### config.mk
export PLATFORM = sky130hd
export DESIGN_NAME = bp_nonsynth_stall_hist_reader
export DESIGN_NICKNAME = d
export VERILOG_FILES = /design/src/rtl/bp_nonsynth_stall_hist_reader.sv
export SDC_FILE = /design/constraint.sdc
export NUM_CORES = 2
export LEC_CHECK = 0
export ABC_CLOCK_PERIOD_IN_PS = 2490
export CAP_MARGIN = 20
export CORE_MARGIN = 8
export CORE_UTILIZATION = 29
export CTS_CLUSTER_SIZE = 24
export DETAILED_ROUTE_END_ITERATION = 6
export PLACE_DENSITY = 0.47
export SLEW_MARGIN = 20
export SYNTH_ARGS = -nofsm -noshare
export SYNTH_HDL_FRONTEND = slang
export SYNTH_SLANG_ARGS = --single-unit
export TNS_END_PERCENT = 100
### constraint.sdc
create_clock -name clk_i -period 2.49 [get_ports clk_i]
set_clock_uncertainty 0.05 [all_clocks]
set_input_delay 0.6225 -clock clk_i [delete_from_list [all_inputs] [get_ports clk_i]]
set_output_delay 0.6225 -clock clk_i [all_outputs]
set_load 0.02 [all_outputs]
### src/rtl/bp_nonsynth_stall_hist_reader.sv
// Stall-attribution histogram: per-reason, instret and record saturating counters
// exposed through a single-outstanding valid/ready read port.
module bp_nonsynth_stall_hist_reader #(
    parameter int num_reasons_p   = 24,
    parameter int counter_width_p = 32,
    parameter int addr_width_p    = 5
) (
    input  logic                       clk_i,
    input  logic                       reset_n_i,
    input  logic                       freeze_i,
    input  logic                       clear_i,
    input  logic                       event_v_i,
    input  logic                       event_instret_i,
    input  logic [4:0]                 event_reason_i,
    input  logic                       req_v_i,
    output logic                       req_ready_o,
    input  logic [addr_width_p-1:0]    req_addr_i,
    output logic                       resp_v_o,
    output logic [counter_width_p-1:0] resp_data_o,
    output logic                       resp_err_o,
    input  logic                       resp_yumi_i
);

    localparam int num_ctrs_lp    = num_reasons_p + 2;
    localparam int instret_idx_lp = num_reasons_p;
    localparam int record_idx_lp  = num_reasons_p + 1;

    logic                       accept_s;
    logic                       fire_s;
    logic [num_ctrs_lp-1:0]     inc_s;
    logic [counter_width_p-1:0] rd_data_s;
    logic                       rd_err_s;

    logic [counter_width_p-1:0] ctr_r [num_ctrs_lp];
    logic                       resp_v_r;
    logic [counter_width_p-1:0] resp_data_r;
    logic                       resp_err_r;

    assign accept_s    = event_v_i & ~freeze_i & ~clear_i;
    assign req_ready_o = ~resp_v_r | resp_yumi_i;
    assign fire_s      = req_v_i & req_ready_o;

    assign resp_v_o    = resp_v_r;
    assign resp_data_o = resp_data_r;
    assign resp_err_o  = resp_err_r;

    // Decode an accepted record into increment strobes; out-of-range reasons fold onto code 0
    always_comb begin
        inc_s = '0;
        if (accept_s) begin
            inc_s[record_idx_lp] = 1'b1;
            if (event_instret_i) begin
                inc_s[instret_idx_lp] = 1'b1;
            end else if (32'(event_reason_i) < 32'(num_reasons_p)) begin
                inc_s[event_reason_i] = 1'b1;
            end else begin
                inc_s[0] = 1'b1;
            end
        end else begin
            inc_s = '0;
        end
    end

    // Counter array: clear dominates, increments stop at all-ones
    always_ff @(posedge clk_i or negedge reset_n_i) begin
        if (!reset_n_i) begin
            for (int i = 0; i < num_ctrs_lp; i++) begin
                ctr_r[i] <= '0;
            end
        end else if (clear_i) begin
            for (int i = 0; i < num_ctrs_lp; i++) begin
                ctr_r[i] <= '0;
            end
        end else begin
            for (int i = 0; i < num_ctrs_lp; i++) begin
                if (inc_s[i] && (ctr_r[i] != {counter_width_p{1'b1}})) begin
                    ctr_r[i] <= ctr_r[i] + counter_width_p'(1'b1);
                end
            end
        end
    end

    // Read mux sees the pre-update counter values
    always_comb begin
        rd_data_s = '0;
        rd_err_s  = 1'b0;
        if (32'(req_addr_i) < 32'(num_ctrs_lp)) begin
            rd_data_s = ctr_r[req_addr_i];
            rd_err_s  = 1'b0;
        end else begin
            rd_data_s = '0;
            rd_err_s  = 1'b1;
        end
    end

    // Response register: captured on fire, held until yumi
    always_ff @(posedge clk_i or negedge reset_n_i) begin
        if (!reset_n_i) begin
            resp_v_r    <= 1'b0;
            resp_data_r <= '0;
            resp_err_r  <= 1'b0;
        end else if (fire_s) begin
            resp_v_r    <= 1'b1;
            resp_data_r <= rd_data_s;
            resp_err_r  <= rd_err_s;
        end else if (resp_yumi_i) begin
            resp_v_r    <= 1'b0;
        end else begin
            resp_v_r    <= resp_v_r;
        end
    end

endmodule

==> metrics.txt <==
# TYPE chip_impl_metric gauge
chip_impl_metric{name="dpl-instance-area",unit="um^2"} 60970
chip_impl_info{name="ys_dominant_reg_cell",value="dfrtp_1"} 1
chip_impl_metric{name="totalWireLength",unit="mm"} 193.7
chip_impl_metric{name="share_comb_of_total_power",unit="%"} 7.1
chip_impl_metric{name="drv.max_cap_violation_count",unit=""} 0
chip_impl_metric{name="rrSetupSlack",unit="ns"} 0.10
chip_impl_metric{name="netSwitchingPower",unit="mW"} 8.470
chip_impl_metric{name="antenna_found_initial",unit=""} 6
chip_impl_info{name="clk_root_buffer_cell",value="clkbuf_16"} 1
chip_impl_info{name="status",value="finished, violations left"} 1
chip_impl_metric{name="cts.clk_slew.worst_paths",unit="ns"} 0.06
chip_impl_metric{name="total_number_of_yosys_warnings",unit=""} 0
chip_impl_metric{name="nNetsFinal",unit=""} 6196
chip_impl_metric{name="place.detailed.hpwl",unit="mm"} 145.4
chip_impl_metric{name="worst-slew-pin-transition",unit="ns"} 0.9992
chip_impl_metric{name="power.switching_fraction",unit="%"} 25.31
chip_impl_metric{name="number_of_top_level_pins",unit=""} 53
chip_impl_metric{name="placement.io_buffers",unit=""} 52
chip_impl_metric{name="site_rows",unit=""} 155
chip_impl_metric{name="max_slew_violation_count",unit=""} 0
chip_impl_metric{name="gr_util_all_layers",unit="%"} 19.49
chip_impl_metric{name="netlist.area_leader.share",unit="%"} 41.89
chip_impl_metric{name="layout-drive-gt1-share",unit="%"} 19.55
chip_impl_metric{name="power.share.sequential",unit="%"} 42.6
chip_impl_info{name="post-synth-top-count-cell",value="dfrtp_1"} 1
chip_impl_metric{name="fp.coreArea",unit="um^2"} 177800
chip_impl_info{name="critical-path-top-cell-by-count",value="buf_4"} 1
chip_impl_metric{name="vias",unit=""} 45718
chip_impl_metric{name="final_period_minus_worst_setup_slack",unit="ns"} 2.426
chip_impl_info{name="end_kind",value="flip-flop"} 1
chip_impl_metric{name="vias_in_the_first_global_route",unit=""} 44411
chip_impl_metric{name="worst_ep_arrival_time",unit="ns"} 2.98
chip_impl_metric{name="numClockSinks",unit=""} 866
chip_impl_metric{name="async_reset_ff_share",unit="%"} 100.0
chip_impl_info{name="worst_hold_path_type",value="input pin to asynchronous set/reset pin"} 1
chip_impl_metric{name="synth_sequential_area_ratio",unit="%"} 41.89
chip_impl_metric{name="cts_buffer_depth",unit=""} 3
chip_impl_metric{name="detailed_route_iter0_violations",unit=""} 3706
chip_impl_metric{name="global_route_wire_length_before_repair",unit="mm"} 290.3
chip_impl_metric{name="design_area",unit="um^2"} 65140
chip_impl_metric{name="post_synth_inst_count",unit=""} 5509
chip_impl_metric{name="yosysUniqueCellTypes",unit=""} 86
chip_impl_metric{name="cpPeakStageDelay",unit="ns"} 0.45
chip_impl_metric{name="hold_violations",unit=""} 0
chip_impl_metric{name="clock_latency",unit="ns"} 0.76
chip_impl_metric{name="period_share",unit="%"} 97.45
chip_impl_metric{name="clock_power_share",unit="%"} 50.3
chip_impl_metric{name="totalPowerFinal",unit="mW"} 33.46
chip_impl_info{name="critical-path-slowest-cell",value="clkdlybuf4s50_1"} 1
chip_impl_info{name="worstSetupStartpointType",value="input pin"} 1
chip_impl_metric{name="die_area",unit="um^2"} 192200
chip_impl_metric{name="initial_utilization",unit="%"} 29.09
chip_impl_metric{name="vias_per_cell",unit=""} 5.317
chip_impl_info{name="post_synth_top_area_cell",value="dfrtp_1"} 1
chip_impl_metric{name="cts_max_level",unit=""} 3
chip_impl_metric{name="power_report.internal_total",unit="mW"} 24.99
chip_impl_info{name="netlist_top_cells_area",value="dfrtp_1, xor2_1, nor2_1"} 1
chip_impl_metric{name="timing.max_slew.rel_slack",unit="%"} 33.39
chip_impl_info{name="failed_checks",value="design-rule violations"} 1
chip_impl_metric{name="grt_start_max_net_pins",unit=""} 172
chip_impl_info{name="cts_tree",value="yes"} 1
chip_impl_metric{name="synth_fp_nets",unit=""} 5553
chip_impl_metric{name="power-per-cell-area",unit="nW/um^2"} 513.7
chip_impl_metric{name="drt_drc_violations_left",unit=""} 1
chip_impl_metric{name="critPathRequiredTime",unit="ns"} 3.04
chip_impl_metric{name="die_height",unit="um"} 438.4
chip_impl_info{name="path_class",value="input pin to flip-flop"} 1
chip_impl_metric{name="cts-buffers-inserted",unit=""} 108
chip_impl_metric{name="vdd.ir_drop.worst",unit="mV"} 0.5000
chip_impl_metric{name="critPathMaxFanout",unit=""} 6
chip_impl_metric{name="floorplan.die.width",unit="um"} 438.4
chip_impl_metric{name="count_of_flip_flops_with_a_built_in_enable_after_synthesis",unit=""} 0
chip_impl_metric{name="gr-total-overflow",unit=""} 0
chip_impl_metric{name="leakage",unit="nW"} 26.63
chip_impl_metric{name="max_clock_freq",unit="MHz"} 412.1
chip_impl_metric{name="detailedRoute.firstPassIterationCount",unit=""} 7
chip_impl_metric{name="wl_per_cell",unit="um"} 22.53
chip_impl_info{name="synth_commonest_cells",value="dfrtp_1, nor2_1, xor2_1"} 1
chip_impl_info{name="path_cells",value="clkdlybuf4s50_1, buf_12, or2_2, buf_4, nor3_2, buf_4, nand4_1, buf_4, nor3_1, xnor2_1, nor2_1"} 1
chip_impl_metric{name="antenna_violating_nets_post_route",unit=""} 0
chip_impl_metric{name="synth_area_per_cell",unit="um^2"} 9.391
chip_impl_metric{name="synth_area",unit="um^2"} 51740
chip_impl_metric{name="final-setup-viol-count",unit=""} 0
chip_impl_metric{name="area_delta_synth_final",unit="%"} 25.92
chip_impl_metric{name="postSynthRegisterBits",unit=""} 866
chip_impl_metric{name="gp_routability_congestion",unit=""} 0.9177
## final timing paths
| kind | from | to | cells past startpoint |
|---|---|---|---|
| max in group asynchronous | reset_n_i | resp_data_o[10] | 3 |
| min in group clk_i | clear_i | ctr_r[22] | 4 |
| hold reg to reg | resp_data_o[18] | resp_data_o[18] | 1 |
| setup / recovery | event_reason_i[0] | ctr_r[181] | 11 |
| setup reg to reg | ctr_r[545] | ctr_r[572] | 6 |
| hold / removal | reset_n_i | ctr_r[793] | 2 |
## per-stage QoR
step	setup TNS (ns)	hold slack, ns	instances	worst slack, ns	utilization [%]
2_1_floorplan	-9.473	0.2769	5509	-0.1993	-
3_3_place_gp	-475.14	0.4389	8382	-0.9074	34.28
3_5_place_dp	-491.76	0.4409	8382	-0.9403	34.28
4_1_cts	0	0.2880	8581	0.001967	36.40
5_1_grt	-0.0006790	0.3190	8596	-0.0006790	36.63
6_report	0	0.3228	8598	0.06356	36.63
## routing by layer
| layer | routed length [um] | global-route usage (%) |
|---|---|---|
| met1 | 86090 | 26.34 |
| met2 | 90930 | 31.74 |
| met3 | 7792 | 2.436 |
| met4 | 8902 | 7.741 |
| met5 | 0 | 0 |
## final cells by class
class	count	area [um^2]
sequential	866	21680
timing repair buffer	819	7241
clock buffer	160	3201
clock inverter	38	556.8
fill	17942	112700
tap	2355	2947
multi-input combinational	4301	29300
inverter	56	210.2
antenna	3	7.507
## sequential cells by signal, indices dropped and copies added (netlist names)
| register | flops |
|---|---|
| ctr_r | 832 |
| resp_v_o | 1 |
| resp_data_o | 32 |
| resp_err_o | 1 |
## cells in the final DEF (no fill, tap or decap), types with 129 or more instances in the layout
cell	count
nand4_1	314
xnor2_1	248
dfrtp_1	860
a21oi_1	129
and3_1	159
nor2_1	816
nor3_1	159
nand3_1	364
buf_4	686
nand2_1	354
xor2_1	422
mux2i_1	217
o21ai_0	143
## power by group through the flow
| stage | combinational [mW] | sequential (mW) | clock [mW] |
|---|---|---|---|
| after CTS | 2.37 | 14.3 | 17.3 |
| after global placement | 2.41 | 14.5 | 0 |
| final | 2.36 | 14.3 | 16.8 |
| after floorplan | 0.864 | 14.5 | 0 |
| after global routing | 2.51 | 14.3 | 17.8 |
| after detailed placement | 2.41 | 14.5 | 0 |
## worst max-delay path: cells and delay by family
kind / cells / cell delay (ns)
xor+xnor: 1 / 0.16
buf+inv: 5 / 1.16
simple gates: 5 / 1.01
## logic make-up (layout without fill, tap and decap cells)
kind of cell | count (synthesis) | in the layout | share of synthesized area (%)
AND/OR/NAND/NOR | 2698 | 2698 | 26.75
flip-flops | 866 | 866 | 41.89
XOR/XNOR | 670 | 670 | 11.34
AO/OA/AOI/OAI | 560 | 560 | 7.275
multiplexers | 347 | 347 | 9.488
buffers and inverters | 342 | 1073 | 2.631
adder cells (fa/ha/maj) | 26 | 26 | 0.6288
other | 0 | 3 | 0
## what timing repair did
| action | in CTS | in global routing |
|---|---|---|
| setup endpoints to repair | 64 | 182 |
| gates resized for setup | 42 | 49 |
| setup buffers | 0 | 10 |
| cloned | 0 | 4 |
| hold endpoints to repair | 9 | 0 |
| hold buffers | 1 | 0 |
| pin swaps | 2 | 12 |
Power figures use the tool's default switching activity.
